<file path="config.mk">
export PLATFORM = sky130hd
export DESIGN_NAME = uart_tx_scheduler
export DESIGN_NICKNAME = d
export VERILOG_FILES = /design/src/rtl/uart_pkg.sv /design/src/rtl/uart_rr_arbiter.sv /design/src/rtl/uart_tx_scheduler.sv
export SDC_FILE = /design/constraint.sdc
export NUM_CORES = 1
export LEC_CHECK = 0
export BUFFER_PORTS_ARGS = -buffer_cell sky130_fd_sc_hd__buf_2
export CAP_MARGIN = 20
export CORE_ASPECT_RATIO = 2
export CORE_MARGIN = 1.5
export CORE_UTILIZATION = 56
export DETAILED_ROUTE_END_ITERATION = 8
export PLACE_DENSITY = 0.86
export SETUP_SLACK_MARGIN = 0.3
export SYNTH_ARGS = -nofsm -noshare
export SYNTH_HDL_FRONTEND = slang
export SYNTH_HIERARCHICAL = 1
export SYNTH_SLANG_ARGS = --single-unit
</file>
<file path="constraint.sdc">
create_clock -name clk -period 6.2 [get_ports clk]
set_input_delay 0.31 -clock clk [delete_from_list [all_inputs] [get_ports clk]]
set_output_delay 0.31 -clock clk [all_outputs]
set_load 0.005 [all_outputs]
</file>
<file path="src/rtl/uart_pkg.sv">
// Shared types and constants for the UART TX scheduler and its arbiter.
package uart_pkg;

    // Scheduler FSM states
    typedef enum logic [1:0] {
        IDLE = 2'd0,
        LOAD = 2'd1,
        SEND = 2'd2
    } tx_state_e;

    // Datapath bit time in clk cycles (5.76 MHz / 115200 baud)
    localparam int CLKS_PER_BIT  = 50;
    // Frame bit indices as driven on TX_Bit_sel: 9 = start bit, 0 = stop bit
    localparam int BIT_IDX_START = 9;
    localparam int BIT_IDX_STOP  = 0;

    // Round-robin pointer advance: the requester after g, wrapping at n-1
    function automatic logic [2:0] rr_next(input logic [2:0] g, input int n);
        logic [2:0] nxt;
        if (int'(g) >= n - 1) begin
            nxt = 3'd0;
        end else begin
            nxt = g + 3'd1;
        end
        return nxt;
    endfunction

endpackage

</file>
<file path="src/rtl/uart_rr_arbiter.sv">
// Round-robin arbiter: picks the first asserted request at or after the
// pointer, wrapping from N_REQ-1 back to 0. Purely combinational.
module uart_rr_arbiter #(
    parameter int N_REQ = 4
) (
    input  logic [N_REQ-1:0] req_i,
    input  logic [2:0]       ptr_i,
    output logic [N_REQ-1:0] grant_o,
    output logic [2:0]       grant_idx_o,
    output logic             any_o
);

    logic [3:0]       cand;
    logic [N_REQ-1:0] req_sh;

    // Scan requesters starting at the pointer; the first hit wins
    always_comb begin
        grant_o     = '0;
        grant_idx_o = 3'd0;
        any_o       = 1'b0;
        cand        = 4'd0;
        req_sh      = '0;
        for (int k = 0; k < N_REQ; k++) begin
            cand = 4'(ptr_i) + 4'(k);
            if (cand >= 4'(N_REQ)) begin
                cand = cand - 4'(N_REQ);
            end
            req_sh = req_i >> cand;
            if (!any_o && req_sh[0]) begin
                any_o       = 1'b1;
                grant_o     = N_REQ'(1) << cand;
                grant_idx_o = cand[2:0];
            end
        end
    end

endmodule

</file>
<file path="src/rtl/uart_tx_scheduler.sv">
// UART TX scheduler: accepts bytes from N_REQ requesters (round-robin),
// then sequences the TX datapath through load, start, 8 data and stop bits.
//
// Handshake: a byte transfers on a clk edge where req_valid[i] & req_ready[i]
// are both 1. req_ready is one-hot and only ever asserted in IDLE with
// sched_en=1; a requester holds valid and stable data until it is accepted.
module uart_tx_scheduler
    import uart_pkg::*;
#(
    parameter int N_REQ      = 4,
    parameter int FRAME_BITS = 10
) (
    input  logic                 clk,
    input  logic                 reset_b,
    input  logic                 sched_en,
    input  logic [N_REQ-1:0]     req_valid,
    input  logic [8*N_REQ-1:0]   req_data,
    output logic [N_REQ-1:0]     req_ready,
    output logic                 TX_en,
    output logic                 TX_Ready,
    output logic [7:0]           Word_To_Send,
    output logic                 Counter_Reset,
    output logic [3:0]           TX_Bit_sel,
    input  logic                 Count_Reached,
    output logic                 busy,
    output logic [2:0]           grant_id,
    output logic                 tx_done,
    output logic [1:0]           state_o
);

    // First bit index of a frame (start bit); the frame counts down to the stop index
    localparam logic [3:0] START_IDX = 4'(FRAME_BITS - 1);
    localparam logic [3:0] STOP_IDX  = 4'(BIT_IDX_STOP);

    tx_state_e        state_q;
    logic [2:0]       ptr_q;
    logic [3:0]       bit_cnt_q;
    logic [7:0]       word_q;
    logic [2:0]       grant_id_q;
    logic             tx_en_q;
    logic             tx_ready_q;
    logic             counter_reset_q;
    logic [3:0]       bit_sel_q;
    logic             busy_q;
    logic             tx_done_q;

    logic [N_REQ-1:0] arb_grant;
    logic [2:0]       arb_idx;
    logic             arb_any;
    logic             accept_d;
    logic [7:0]       sel_byte_d;

    uart_rr_arbiter #(
        .N_REQ(N_REQ)
    ) u_arb (
        .req_i      (req_valid),
        .ptr_i      (ptr_q),
        .grant_o    (arb_grant),
        .grant_idx_o(arb_idx),
        .any_o      (arb_any)
    );

    // Offer the winner only while idle and scheduling is enabled
    always_comb begin
        req_ready = '0;
        accept_d  = 1'b0;
        if (state_q == IDLE && sched_en) begin
            req_ready = arb_grant;
            accept_d  = arb_any;
        end
    end

    // Pick the winning requester's byte out of the packed data bus
    always_comb begin
        sel_byte_d = 8'h00;
        for (int i = 0; i < N_REQ; i++) begin
            if (3'(i) == arb_idx) begin
                sel_byte_d = req_data[8*i +: 8];
            end
        end
    end

    // Scheduler FSM with registered datapath controls
    always_ff @(posedge clk or negedge reset_b) begin
        if (!reset_b) begin
            state_q         <= IDLE;
            ptr_q           <= 3'd0;
            bit_cnt_q       <= 4'd0;
            word_q          <= 8'h00;
            grant_id_q      <= 3'd0;
            tx_en_q         <= 1'b0;
            tx_ready_q      <= 1'b1;
            counter_reset_q <= 1'b1;
            bit_sel_q       <= 4'd0;
            busy_q          <= 1'b0;
            tx_done_q       <= 1'b0;
        end else begin
            tx_done_q <= 1'b0;
            case (state_q)
                IDLE: begin
                    // Count_Reached is ignored here: the datapath counter is held at 0
                    if (accept_d) begin
                        state_q    <= LOAD;
                        word_q     <= sel_byte_d;
                        grant_id_q <= arb_idx;
                        ptr_q      <= rr_next(arb_idx, N_REQ);
                        tx_en_q    <= 1'b1;
                        busy_q     <= 1'b1;
                    end
                end
                LOAD: begin
                    // Datapath captures the frame on this edge; start bit goes out next
                    state_q         <= SEND;
                    bit_cnt_q       <= START_IDX;
                    bit_sel_q       <= START_IDX;
                    tx_en_q         <= 1'b0;
                    tx_ready_q      <= 1'b0;
                    counter_reset_q <= 1'b0;
                end
                SEND: begin
                    if (Count_Reached) begin
                        if (bit_cnt_q != STOP_IDX) begin
                            bit_cnt_q <= bit_cnt_q - 4'd1;
                            bit_sel_q <= bit_cnt_q - 4'd1;
                        end else begin
                            // Stop bit finished: back to idle, line held at stop level
                            state_q         <= IDLE;
                            tx_done_q       <= 1'b1;
                            busy_q          <= 1'b0;
                            tx_ready_q      <= 1'b1;
                            counter_reset_q <= 1'b1;
                            bit_sel_q       <= STOP_IDX;
                        end
                    end
                end
                default: begin
                    state_q         <= IDLE;
                    tx_en_q         <= 1'b0;
                    tx_ready_q      <= 1'b1;
                    counter_reset_q <= 1'b1;
                    bit_sel_q       <= STOP_IDX;
                    busy_q          <= 1'b0;
                end
            endcase
        end
    end

    assign TX_en         = tx_en_q;
    assign TX_Ready      = tx_ready_q;
    assign Word_To_Send  = word_q;
    assign Counter_Reset = counter_reset_q;
    assign TX_Bit_sel    = bit_sel_q;
    assign busy          = busy_q;
    assign grant_id      = grant_id_q;
    assign tx_done       = tx_done_q;
    assign state_o       = state_q;

endmodule

</file>
### Word level (Yosys, flattened, before mapping)

Cells that the tools add are included.

| storage, ports and cells | value |
|---|---|
| logic and storage cells | 106 |
| register bits after elaboration | 28 |
| output and inout port bits | 26 |
| bits of input ports | 40 |

| cells by class | value |
|---|---|
| bitwise logic cells | 3 |
| equal/unequal tests | 9 |
| order comparisons | 5 |
| muxes and demuxes | 44 |
| shifts and indexed selects | 8 |
| reduce and logical (&&, ||, !) cells | 18 |
| add/subtract/negate cells | 9 |

Operators with widths:

| cell | count |
|---|---|
| $mux 4 | 13 |
| $mux 8 | 4 |
| $shl 1x4->4 const A | 4 |
| $shr 4x4->1 | 4 |
| $mux 3 | 5 |
| $mux 1 | 13 |
| $ge 4x3->1 const B | 3 |
| $pmux 4 s3 | 1 |
| $sub 4x3->4 const B | 3 |
| $reduce_and 3->1 | 3 |
| $add 3x2->4 const B | 2 |
| $ne 2x2->1 const B | 4 |
| $pmux 4 s2 | 1 |
| $eq 2x3->1 const A | 2 |
| $mux 2 | 3 |
| $pmux 1 s3 | 2 |
| $pmux 2 s3 | 1 |
| $reduce_and 2->1 | 3 |
| $add 3x1->4 const B | 1 |
| $logic_and 1x1->1 | 4 |
| $reduce_and 4->1 | 1 |
| $reduce_bool 4->1 | 1 |
| $sub 3x3->4 const B | 1 |
| $sub 4x1->4 const B | 1 |
| 12 further kinds | 16 |

### Depth between registers and ports, before layout

Gate-level depths: netlist of run 1.

| depth | value |
|---|---|
| depth in word-level cells | 18 |
| mapped depth | 15 |
| depth with buffers taken out | 12 |

### By module

Netlist of run 1, hierarchy kept.

By module, submodules not included:

| module | cells an instance | area an instance (µm²) | instances | seq. area each (µm²) |
|---|---|---|---|---|
| uart_tx_scheduler | 182 | 1749.2 | 1 | 701.9 |
| uart_rr_arbiter | 56 | 491.7 | 1 | 0.0 |

### Least setup slack after synthesis of run 1

No wires, ideal clock.

| path | value |
|---|---|
| path kind | reg2reg |
| start | reg ptr_q[0] |
| end | reg ptr_q[1] |
| arrival | 3.376 ns |
| library setup time | 0.068 ns |
| path buffers | 3 |
| data required time | 6.132 ns |
| cell stages (with the launch flop) | 15 |
| slack | 2.756 ns |
| clock period less this slack | 3.444 ns |
| cell sequence | dfrtp_1 buf_6 inv_1 ha_1 clkbuf_2 mux2i_1 o21ai_0 a211oi_4 a221o_2 o2bb2ai_1 ha_1 ha_1 clkbuf_1 a2111oi_0 a22o_1 |

| on the way | value |
|---|---|
| longest elaborated chain between the ends | 15 |
| elaborated cells on any way between the ends | 38 |
| classes of those cells | add/sub (8); order compare (5); shift (4); mux (14); reduce/logical (7) |

RTL lines:

| what | RTL line | text |
|---|---|---|
| from (decl) | uart_tx_scheduler.sv:36 | `logic [2:0] ptr_q;` |
| from (signal assigned) | uart_tx_scheduler.sv:106 | `ptr_q <= rr_next(arb_idx, N_REQ);` |
| branches (longest 12 deep; another with $add 3x1->4) | - |  |
| $mux 3 * | uart_rr_arbiter.sv:29 | `if (!any_o && req_sh[0]) begin` |
| net arb_idx[1] | uart_tx_scheduler.sv:48 | `logic [2:0] arb_idx;` |
| $add 3x1->3 / $ge 3x2->1 (equally long branches) | uart_pkg.sv:23, uart_pkg.sv:20 |  |
| $mux 3 * | uart_pkg.sv:20 | `if (int'(g) >= n - 1) begin` |

Mark *: on every way through the listed nets, which the timed path passes.
A chain may end at the register's enable or synchronous reset.

### Worst setup path in the final report of run 1

| path | value |
|---|---|
| start | reg ptr_q[0] |
| end | reg ptr_q[2] |

Same word-level chain as after synthesis.

==> results of run 1 <==
## state kept, by name, indices dropped and copies added, names as in the netlist
| register | cells |
|---|---|
| Counter_Reset | 1 |
| TX_Bit_sel | 4 |
| TX_en | 1 |
| Word_To_Send | 8 |
| bit_cnt_q | 4 |
| busy | 1 |
| grant_id | 3 |
| ptr_q | 3 |
| state_o | 2 |
| tx_done | 1 |
## kinds of logic (layout without fill, tap and decap cells)
group,after synthesis,count (layout)
compound gates,79,79
simple gates,64,64
buf+inv,30,83
flops,28,28
fa+ha+maj,18,18
mux,17,17
other cells,1,1
xor+xnor,1,1
## metal layers
layer  GRT usage [%]  vias to the layer above  wire length, µm
met4            9.46                        0              102
li1                -                      980                -
met2            50.3                       49             3160
met5               0                        -                0
met3            2.92                       11              142
met1            28.3                      970             2020
## power by group
group	switching (mW)	internal (mW)	total (mW)	leakage [nW]
Clock	0.0608	0.0866	0.147	0.0357
Sequential	0.0725	0.262	0.334	0.349
Combinational	0.481	0.390	0.871	0.869
Total	0.614	0.739	1.35	1.25
## worst max-delay path, delay by kind of cell (launching register included)
family	cells	cell delay, ns
AO/OA/AOI/OAI	6	1.83
adder cells (fa/ha/maj)	3	1.06
flip-flops	1	0.67
buffers and inverters	1	0.22
multiplexers	1	0.18
## cell usage in the layout (no fill, tap or decap), types with 2 or more instances in the layout
cell       instances
mux2_4             4
nand2_1           16
a21oi_1           13
inv_1             13
nand2b_1           8
nor3_1             2
nor2b_1            4
buf_2             65
a31oi_1            3
a211oi_1          11
a22o_1             2
a211oi_4           2
ha_1              18
dfrtp_1           27
o31ai_1            5
clkbuf_8           3
o2bb2ai_1          2
a21o_1             9
o21ai_0           15
or2_2              2
nand3b_1           9
nand3_1            3
nor2_1             8
a222oi_1           4
mux2i_1           12
and3_1             5
## stage by stage
stage	setup slack (ns)	util (%)	instance area (µm²)
after global placement	2.50	66.2	2550
after floorplan	2.76	-	2240
after CTS	2.22	68.1	2620
after global routing	1.79	68.1	2620
after detailed placement	2.25	66.2	2550
final	2.16	68.1	2620
## area by class of cell
type	instances	share of cell area, %
clock buffers	3	1.58
clock inverters	1	1.15
inverters	13	1.86
multi-input cells	180	53.4
flip-flops and latches	28	26.8
well taps	51	2.44
repair buffers	66	12.7
## final timing paths
path                                        end  slack, ns  depth (start not counted)
max in group asynchronous       Word_To_Send[6]       5.76                          1
worst max register to register         ptr_q[2]       2.16                         11
worst max-delay path                   ptr_q[2]       2.16                         11
worst min register to register      grant_id[0]       0.49                          2
worst min-delay path                   ptr_q[0]       0.03                          1
min in group clk                Word_To_Send[7]       0.33                          3
==> impl_results.md, run 1 <==
* Largest net degree at the start of global routing at 32
* Final Setup Violations at 0
* Via density at about 6
* Post-Synth Adder-Cell Area at roughly 10%
* Tot Pwr at 1.35 mW
* PwrDens at 517 nW/µm²
* Final hold slack at roughly 0.027 ns
* Vias in the first global route at 2003
* Slew Limit Headroom at a little over half
* Post-detail-place hpwl at around 4.1 mm
* Final Max Tran Viols at 0
* Drc violations at 0
* Reg clk slew, reported paths at approximately 0.10 ns
* CTS tree: built
* I/O pin count at 66
* Die Y at about 90 µm
* Synth Area in Simple Gates at between 10% and 20%
* Final Cycle Share at 65.1%
* Fin nets at between 300 and 400
* Synth cell count leaders: 27 x dfrtp_1, 18 x ha_1, 16 x nand2_1
* Crit-path max FO at 17
* Worst path max stage delay at about 0.67 ns
* Synth Register Bits at 28
* Die footprint at between 4000 and 5000 µm²
* Worst setup SP type: flop
* Most used cell, CP: ha_1
* Area of the multi-input gates at 1400 µm²
* Main synth FF type: dfrtp_1
* Syn avg cell area at approximately 9.4 µm²
* Largest family of logic cells by synthesized area: compound AO/OA/AOI/OAI gates
* Core Footprint at between 3000 and 4000 µm²
* Synth top area share at 30.2%
* Reg-to-reg startpoint: ptr_q[0]
* Setup TNS at 0 ns
* Worst Setup SP: ptr_q[0]
* Top cell type by total area after synthesis: dfrtp_1
* Post-CTS Setup Inserts at 0
* Syn Nets at around 300
* Detailed Routing Iterations Pass 1 at 4
* H-tree Lvls at 1
* Seq. cell area at 702 µm²
* Layout cells sized above 1 at between 20% and 30%
* Library cells used by synthesis at 54
* Rows at 32
* Resized cells post-CTS at 0
* Cell Area, Synth at 2240 µm²
* Post-Route WL at 5.43 mm
* Per-cell routed wire length at 15.9 µm
* Synth Instances at between 200 and 250
* Post-route ant nets at 0
* Tmin final at 4.04 ns
* WS Path Type: reg2reg
* Clock skew at approximately 0.0025 ns
* Grt ovf at 0
* Fill cell count at ~330
* Sequential share of the synthesized area at a little under a third
* Post-synthesis xor/xnor area fraction at less than 1%
* Initial antenna violation count at 0
* Inst Count DP at 338
* Dominant cells by area after synthesis: dfrtp_1 30%, ha_1 10%, mux2i_1 5.4%
* Unrepaired setup endpoints after global routing: no
* DR vias at between 2000 and 2500
* Hold Vio Cnt, Final at 0
* Longest Clk Path Bufs at 2
* Peak VDD IR at ~370 µV
* Diode count at 0
* 1st-iter DRT viols at 67
* Cts hold-fix bufs at 0
* CTS Root Cell: clkbuf_8
* Starting Density at 58.3%
* Most common cell in the netlist: dfrtp_1
* Critical path's slowest cell: dfrtp_1
* Max frequency at about 250 MHz
* Clock net sink count at 28
* Die width at ~48 µm
* Least-Margin Pin Slew at ~0.71 ns
* Leak at ~1.3 nW
* Status: finished clean
* CP cell instances: inv_1, ha_1, mux2i_1, o21ai_0, a211oi_4, a221o_2, o2bb2ai_1, ha_1, ha_1, a2111oi_0, a22o_1
* Post-synthesis compound-gate area fraction at 26.2%
* Post-synthesis mux area share at under 10%
* Number of port buffers at 65
* Clk_lat worst skew at between 0.2 and 0.3 ns
* Layout area overhead at 16.8%
* Fraction of registers with async set/reset at 100%
* Number of max-cap violations at 0
* GP Congestion at 0.785
* Setup crit end kind: flop
* CP Data Required Time at approximately 6.4 ns
* Number of synthesized flops with an enable pin at 0
* CP Data Arrival Time at approximately 4.3 ns
* GRT Total Usage at 27.0%
* First-pass GRT wire length at about 9 mm
* TritonCTS Buffers at 3
* Post-route insts no fill at between 300 and 400
* HP Class: in2async
* Synth warn at 6
Note: power is estimated with default switching activity, not from simulation.
==> run 2: changes to the inputs <==
--- a/config.mk
+++ b/config.mk
@@ -5,13 +5,14 @@
 export SDC_FILE = /design/constraint.sdc
 export NUM_CORES = 1
 export LEC_CHECK = 0
+export ABC_AREA = 1
 export BUFFER_PORTS_ARGS = -buffer_cell sky130_fd_sc_hd__buf_2
 export CAP_MARGIN = 20
 export CORE_ASPECT_RATIO = 2
 export CORE_MARGIN = 1.5
-export CORE_UTILIZATION = 56
+export CORE_UTILIZATION = 48
 export DETAILED_ROUTE_END_ITERATION = 8
-export PLACE_DENSITY = 0.86
+export PLACE_DENSITY = 0.77
 export SETUP_SLACK_MARGIN = 0.3
 export SYNTH_ARGS = -nofsm -noshare
 export SYNTH_HDL_FRONTEND = slang
==> constraint.sdc (replaced) <==
create_clock -name clk -period 3.4 [get_ports clk]
set_input_delay 0.17 -clock clk [delete_from_list [all_inputs] [get_ports clk]]
set_output_delay 0.17 -clock clk [all_outputs]
set_load 0.005 [all_outputs]
==> impl_results.md, run 2 <==
* Worst setup SP type: flop (unchanged)
* Peak VDD IR at 574 µV (was 366 µV)
* Pint at 1.20 mW (was 0.739 mW)
* Tmin final at 2.77 ns (was 4.04 ns)
* Synth warn at 6 (unchanged)
* GRT Total Usage at 23.3% (was 27.0%)
* Post-detail-place hpwl at 4.62 mm (was 4.11 mm)
* R2R cell count at 15 (was 11)
* 1st-iter DRT viols at 29 (was 67)
* First-pass GRT wire length at 9.89 mm (was 8.89 mm)
* Diode count at 0 (unchanged)
* Reg-to-reg startpoint: ptr_q[0] (unchanged)
* Number of max-cap violations at 0 (unchanged)
* Unrepaired setup endpoints after global routing: no (unchanged)
* DR vias at 2393 (was 2010)
* Die width at 53.2 µm (was 47.7 µm)
* Fin nets at 496 (was 350)
* Crit-path max FO at 17 (unchanged)
* Fraction of registers with async set/reset at 100% (unchanged)
* CP Data Required Time at 3.59 ns (was 6.42 ns)
* Tot Pwr at 2.46 mW (was 1.35 mW)
* Grt ovf at 0 (unchanged)
* Final Cycle Share at 81.4% (was 65.1%)
* Dominant cells by area after synthesis: dfrtp_1 28%, nand2_1 22%, ha_1 9.3% (was dfrtp_1 30%, ha_1 10%, mux2i_1 5.4%)
* Main synth FF type: dfrtp_1 (unchanged)
* Worst Setup SP: ptr_q[0] (unchanged)
* Synth cell count leaders: 141 x nand2_1, 51 x inv_1, 41 x nor2_1 (was 27 x dfrtp_1, 18 x ha_1, 16 x nand2_1)
* Hold Vio Cnt, Final at 0 (unchanged)
* H-tree Lvls at 1 (unchanged)
* Most frequent cells in the layout: 141 x nand2_1, 65 x buf_2, 51 x inv_1, 40 x nor2_1, 29 x nand3_1 (was 65 x buf_2, 27 x dfrtp_1, 18 x ha_1, 16 x nand2_1, 15 x o21ai_0)
* Max reg flops at 8 (unchanged)
* Syn Nets at 431 (was 296)
* Clock net sink count at 28 (unchanged)
* GP Congestion at 0.859 (was 0.785)
* Via density at 4.84 (was 5.88)
* Clk_lat worst skew at 0.29 ns (was 0.28 ns)
* CTS Root Cell: clkbuf_8 (unchanged)
* TritonCTS Buffers at 3 (unchanged)
* CTS tree: built (unchanged)
* Setup TNS at 0 ns (unchanged)
* R2r setup slk at 0.63 ns (was 2.16 ns)
* Synth Register Bits at 28 (unchanged)
* Number of synthesized flops with an enable pin at 0 (unchanged)
* Die footprint at 5510 µm² (was 4410 µm²)
* Clock skew at 0.00444 ns (was 0.00250 ns)
* Starting Density at 49.8% (was 58.3%)
* Flop pwr share at 22.4% (was 24.7%)
* Switching portion of total power at 51.2% (was 45.4%)
* I/O pin count at 66 (unchanged)
* Final Setup Violations at 0 (unchanged)
* Leak at 1.71 nW (was 1.25 nW)
* Layout cells sized above 1 at 22.9% (was 29.9%)
* Drc violations at 0 (unchanged)
* Number of port buffers at 65 (unchanged)
* Status: finished clean (unchanged)
* Initial antenna violation count at 0 (unchanged)
* Post-route ant nets at 0 (unchanged)
* Most common cell in the netlist: nand2_1 (was dfrtp_1)
* Commonest non-fill, non-tap cell in the layout: nand2_1 (was buf_2)
* Synth Instances at 373 (was 238)
* Top cell type by total area after synthesis: dfrtp_1 (unchanged)
* Longest Clk Path Bufs at 2 (unchanged)
* CP Data Arrival Time at 2.95 ns (was 4.26 ns)
* Largest net degree at the start of global routing at 29 (was 32)
* Clock share of power at 11.0% (was 10.9%)
* Sequential share of the synthesized area at 29.0% (was 31.3%)
* Synth top area share at 27.9% (was 30.2%)
* WS Path Type: reg2reg (unchanged)
* Least-Margin Pin Slew at 0.636 ns (was 0.713 ns)
* Cell Area, Synth at 2420 µm² (was 2240 µm²)
* Rows at 36 (was 32)
* HP Class: in2reg (was in2async)
* Final Max Tran Viols at 0 (unchanged)
* Slew Limit Headroom at 57.6% (was 52.5%)
* Per-cell routed wire length at 11.4 µm (was 15.9 µm)
* Max frequency at 361 MHz (was 248 MHz)
* Core Footprint at 4860 µm² (was 3840 µm²)
* Gate power share at 66.6% (was 64.4%)
* Detailed Routing Iterations Pass 1 at 4 (unchanged)
* Net Switching at 1.26 mW (was 0.614 mW)
* Reg2reg end: Word_To_Send[5] (was ptr_q[2])
* Die Y at 103 µm (was 92.5 µm)
* Vias in the first global route at 2375 (was 2003)
* Layout area overhead at 18.3% (was 16.8%)
* Library cells used by synthesis at 29 (was 54)
* Syn avg cell area at 6.49 µm² (was 9.42 µm²)
* Reg clk slew, reported paths at 0.10 ns (about the same)
* Setup crit end kind: flop (unchanged)
* PwrDens at 857 nW/µm² (was 517 nW/µm²)
* Crit path capture: Word_To_Send[5] (was ptr_q[2])
* Post-Route WL at 5.63 mm (was 5.43 mm)
-- run 2: cells by family (layout without fill, tap and decap cells) --
| family | after synthesis | after routing | synth area share, % |
|---|---|---|---|
| AND/OR/NAND/NOR | 238 | 238 | 44.0 |
| buffers and inverters | 64 | 128 | 11.5 |
| flip-flops | 28 | 28 | 29.0 |
| AO/OA/AOI/OAI | 23 | 23 | 5.63 |
| adder cells (fa/ha/maj) | 18 | 18 | 9.30 |
| other | 1 | 1 | 0.155 |
| XOR/XNOR | 1 | 1 | 0.362 |
-- run 2: power groups by stage --
stage / combinational, mW / clock (mW) / sequential, mW
after floorplan: 1.22 / 0 / 0.559
after global routing: 1.89 / 0.287 / 0.570
after global placement: 1.57 / 0 / 0.554
final: 1.64 / 0.270 / 0.550
after CTS: 1.64 / 0.273 / 0.551
after detailed placement: 1.63 / 0 / 0.556
-- run 2: worst min path at each step --
stage	from	end	slack, ns	cells past startpoint
after floorplan	reset_b	TX_Bit_sel[0]	-0.13	0
after global placement	reset_b	TX_Bit_sel[1]	0.22	1
after detailed placement	reset_b	TX_Bit_sel[3]	0.23	1
after CTS	Count_Reached	tx_done	0.10	3
after global routing	Count_Reached	tx_done	0.1	3
final	Count_Reached	tx_done	0.10	3
-- run 2: area by class of cell --
| class | instances | area (µm²) |
|---|---|---|
| Multi-Input combinational cell | 281 | 1450 |
| Tap cell | 57 | 71.3 |
| Inverter | 55 | 215 |
| Timing Repair Buffer | 69 | 358 |
| Fill cell | 494 | 2000 |
| Sequential cell | 28 | 702 |
| Clock buffer | 3 | 41.3 |
| Clock inverter | 1 | 30.0 |
-- run 2: metal layers --
metal | GRT usage, % | part of all wire [%]
met5 | 0 | 0
met4 | 8.09 | 1.2
met2 | 46.1 | 57
met1 | 24.4 | 38
met3 | 1.58 | 3.2
-- run 2: critical path, stage by stage, from the launching register on --
cell        delay, ns
dfrtp_1          0.43
inv_6            0.07
ha_1             0.32
inv_1            0.08
nand3_1          0.08
nand2_1          0.06
nor2_2           0.24
nand3_2          0.13
a21oi_2          0.24
ha_1             0.19
ha_1             0.19
clkinvlp_4       0.27
nor2_1           0.18
nor2_1           0.07
nand2_1          0.07
nand2_1          0.04
-- run 2: repair_timing --
action | in CTS | in global routing
setup endpoints to repair | 0 | 10
hold endpoints to repair | 27 | 0
gates resized for setup | 0 | 3
hold buffers | 1 | 0
buffers inserted | 0 | 0
-- run 2: stage by stage --
stage / utilization [%] / cells / instance area, µm² / setup WS (ns) / hold slack (ns)
after floorplan: - / 373 / 2420 / 0.661 / -0.126
after global placement: 57.0 / 489 / 2770 / 0.597 / 0.216
after detailed placement: 57.0 / 489 / 2770 / 0.449 / 0.229
after CTS: 58.7 / 494 / 2850 / 0.431 / 0.101
after global routing: 58.9 / 494 / 2860 / 0.331 / 0.0995
final: 58.9 / 494 / 2860 / 0.633 / 0.101
==> run 3: changes to the inputs <==
--- a/config.mk
+++ b/config.mk
@@ -5,14 +5,14 @@
 export SDC_FILE = /design/constraint.sdc
 export NUM_CORES = 1
 export LEC_CHECK = 0
-export ABC_AREA = 1
+export ABC_AREA = 0
 export BUFFER_PORTS_ARGS = -buffer_cell sky130_fd_sc_hd__buf_2
 export CAP_MARGIN = 20
 export CORE_ASPECT_RATIO = 2
 export CORE_MARGIN = 1.5
-export CORE_UTILIZATION = 48
+export CORE_UTILIZATION = 52
 export DETAILED_ROUTE_END_ITERATION = 8
-export PLACE_DENSITY = 0.77
+export PLACE_DENSITY = 0.8
 export SETUP_SLACK_MARGIN = 0.3
 export SYNTH_ARGS = -nofsm -noshare
 export SYNTH_HDL_FRONTEND = slang
==> constraint.sdc (replaced) <==
create_clock -name clk -period 2.8 [get_ports clk]
set_input_delay 0.14 -clock clk [delete_from_list [all_inputs] [get_ports clk]]
set_output_delay 0.14 -clock clk [all_outputs]
set_load 0.005 [all_outputs]
==> impl_results.md, run 3 (same netlist as run 1, synthesis figures left out) <==
* Slew Limit Headroom at 58.1% (was 57.6%)
* CP Data Arrival Time at 3.03 ns (was 2.95 ns)
* Die width at 49.4 µm (was 53.2 µm)
* GRT Total Usage at 26.3% (was 23.3%)
* TritonCTS Buffers at 3 (unchanged)
* Clock net sink count at 28 (unchanged)
* Starting Density at 54.3% (was 49.8%)
* H-tree Lvls at 1 (unchanged)
* Least-Margin Pin Slew at 0.628 ns (was 0.636 ns)
* Hold Path Depth at 3 (unchanged)
* Worst setup margin at -0.0239 ns (was 0.633 ns)
* Layout area overhead at 32.4% (was 18.3%)
* Longest Clk Path Bufs at 2 (unchanged)
* PwrDens at 1210 nW/µm² (was 857 nW/µm²)
* Commonest non-fill, non-tap cell in the layout: buf_2 (was nand2_1)
* Met2 routed WL at 3.50 mm (was 3.23 mm)
* Per-cell routed wire length at 16.6 µm (was 11.4 µm)
* WS Path Type: reg2reg (unchanged)
* M1 WL at 2.30 mm (was 2.15 mm)
* Seq. cell area at 704 µm² (was 702 µm²)
* Post-detail-place hpwl at 4.68 mm (was 4.62 mm)
* Grt ovf at 0 (unchanged)
* Vias in the first global route at 2064 (was 2375)
* GP Congestion at 0.770 (was 0.859)
* Clock skew at 0.00415 ns (was 0.00444 ns)
* Via density at 5.65 (was 4.84)
* Final Max Tran Viols at 0 (unchanged)
* Tot Pwr at 3.59 mW (was 2.46 mW)
* Reg clk slew, reported paths at 0.09 ns (was 0.10 ns)
* I/O pin count at 66 (unchanged)
* Die Y at 95.8 µm (was 103 µm)
* Post-Route WL at 6.03 mm (was 5.63 mm)
* DR vias at 2056 (was 2393)
* Number of port buffers at 65 (unchanged)
* Drc violations at 0 (unchanged)
* Largest net degree at the start of global routing at 29 (unchanged)
* Setup crit end kind: flop (unchanged)
* Clk_lat worst skew at 0.28 ns (was 0.29 ns)
* CTS Root Cell: clkbuf_8 (unchanged)
* Max reg flops at 8 (unchanged)
* Diode count at 0 (unchanged)
* Most frequent cells in the layout: 65 x buf_2, 25 x dfrtp_1, 17 x buf_4, 16 x nand2_1, 14 x o21ai_0 (was 141 x nand2_1, 65 x buf_2, 51 x inv_1, 40 x nor2_1, 29 x nand3_1)
* Max frequency at 354 MHz (was 361 MHz)
* CP Data Required Time at 3.01 ns (was 3.59 ns)
* Post-route ant nets at 0 (unchanged)
* Initial antenna violation count at 0 (unchanged)
* Final hold slack at 0.164 ns (was 0.101 ns)
* Unrepaired setup endpoints after global routing: yes (was no)
* Cell Area, Placed at 2820 µm² (was 2770 µm²)
* Routed met3 length at 125 µm (was 179 µm)
* Rows at 33 (was 36)
* Fill cell count at 335 (was 494)
* Number of max-cap violations at 0 (unchanged)
* Final Cycle Share at 101% (was 81.4%)
* Hold Vio Cnt, Final at 0 (unchanged)
* CTS tree: built (unchanged)
* Status: finished with violations (was finished clean)
* DR top layer: met4 (unchanged)
* Fin util at 71.9% (was 58.9%)
* Layout cells sized above 1 at 41.3% (was 22.9%)
* R2R cell count at 12 (was 15)
* 1st-iter DRT viols at 68 (was 29)
* First-pass GRT wire length at 9.59 mm (was 9.89 mm)
* Final Setup Violations at 2 (was 0)
* Peak VDD IR at 943 µV (was 574 µV)
* Leak at 1.37 nW (was 1.71 nW)
* Crit-path max FO at 16 (was 17)
* Area of the multi-input gates at 1570 µm² (was 1450 µm²)
* Worst setup SP type: flop (unchanged)
* Core Footprint at 4130 µm² (was 4860 µm²)
* Die footprint at 4740 µm² (was 5510 µm²)
* HP Class: in2reg (unchanged)
* Detailed Routing Iterations Pass 1 at 4 (unchanged)
* Fin nets at 371 (was 496)
* Finished Cell Area at 2970 µm² (was 2860 µm²)
* Tmin final at 2.82 ns (was 2.77 ns)
* Failing checks: setup timing
-- run 3: changes by cell type in the layout (fill, tap and decap cells not counted), sizes merged, moves of 5 or more --
| cell | delta |
|---|---|
| a211oi | +13 |
| nor2 | -41 |
| nand2 | -132 |
| a21o | +10 |
| buf | +18 |
| a21oi | +8 |
| and3 | +5 |
| inv | -41 |
| nand4 | -6 |
| nand3 | -30 |
| nand3b | +8 |
| nand2b | +8 |
| mux2i | +12 |
-- run 3: path summary, 6_finish.rpt --
kind / endpoint / start / slack (ns)
hold / removal: Word_To_Send[3] / req_data[19] / 0.16
max in group asynchronous: ptr_q[1] / reset_b / 1.94
hold reg to reg: grant_id[1] / grant_id[1] / 0.50
setup reg to reg: ptr_q[1] / ptr_q[0] / -0.02
setup / recovery: ptr_q[1] / ptr_q[0] / -0.02
min in group asynchronous: Word_To_Send[7] / reset_b / 0.41
-- run 3: repair_timing --
item / 4_1_cts / 5_1_grt
gates resized for setup: 12 / 2
hold buffers: 1 / 0
endpoints found under the setup margin: 16 / 16
buffers inserted: 2 / 2
pin swaps: 2 / 3
hold endpoints to repair: 27 / 0
-- run 3: power breakdown --
part	switching (mW)	internal, mW	leakage, nW	total [mW]
clock network	0.124	0.102	0.0228	0.226
logic	1.34	1.31	0.997	2.66
registers	0.126	0.583	0.346	0.709
-- run 3: cell type report --
class / count / area share (%)
Multi-Input combinational cell: 180 / 53.0
Sequential cell: 28 / 23.7
Timing Repair Buffer: 87 / 17.7
Tap cell: 52 / 2.19
Inverter: 13 / 1.81
Clock buffer: 4 / 1.52
-- run 3: layer usage --
layer | up-vias | global-route usage (%)
li1 | 1018 | -
met1 | 985 | 28.8
met2 | 46 | 51.9
met3 | 7 | 1.55
met4 | 0 | 10.2
met5 | - | 0
-- run 3: critical path, stage by stage, from the launching register on --
cell,delay [ns]
dfrtp_2,0.42
inv_6,0.04
ha_4,0.30
buf_12,0.11
mux2i_4,0.27
o21a_1,0.22
nor3_4,0.05
a221o_2,0.36
o2bb2ai_4,0.18
ha_4,0.18
ha_4,0.22
a2111oi_4,0.22
a22o_1,0.20
-- run 3: metrics by stage --
stage	std cells	TNS [ns]	worst slack [ns]
floorplan	238	-2.23	-0.224
global placement	355	-0.924	-0.118
detailed placement	355	-1.54	-0.205
CTS	362	-0.0325	-0.0268
global route	364	-1.53	-0.150
finish	364	-0.0243	-0.0239
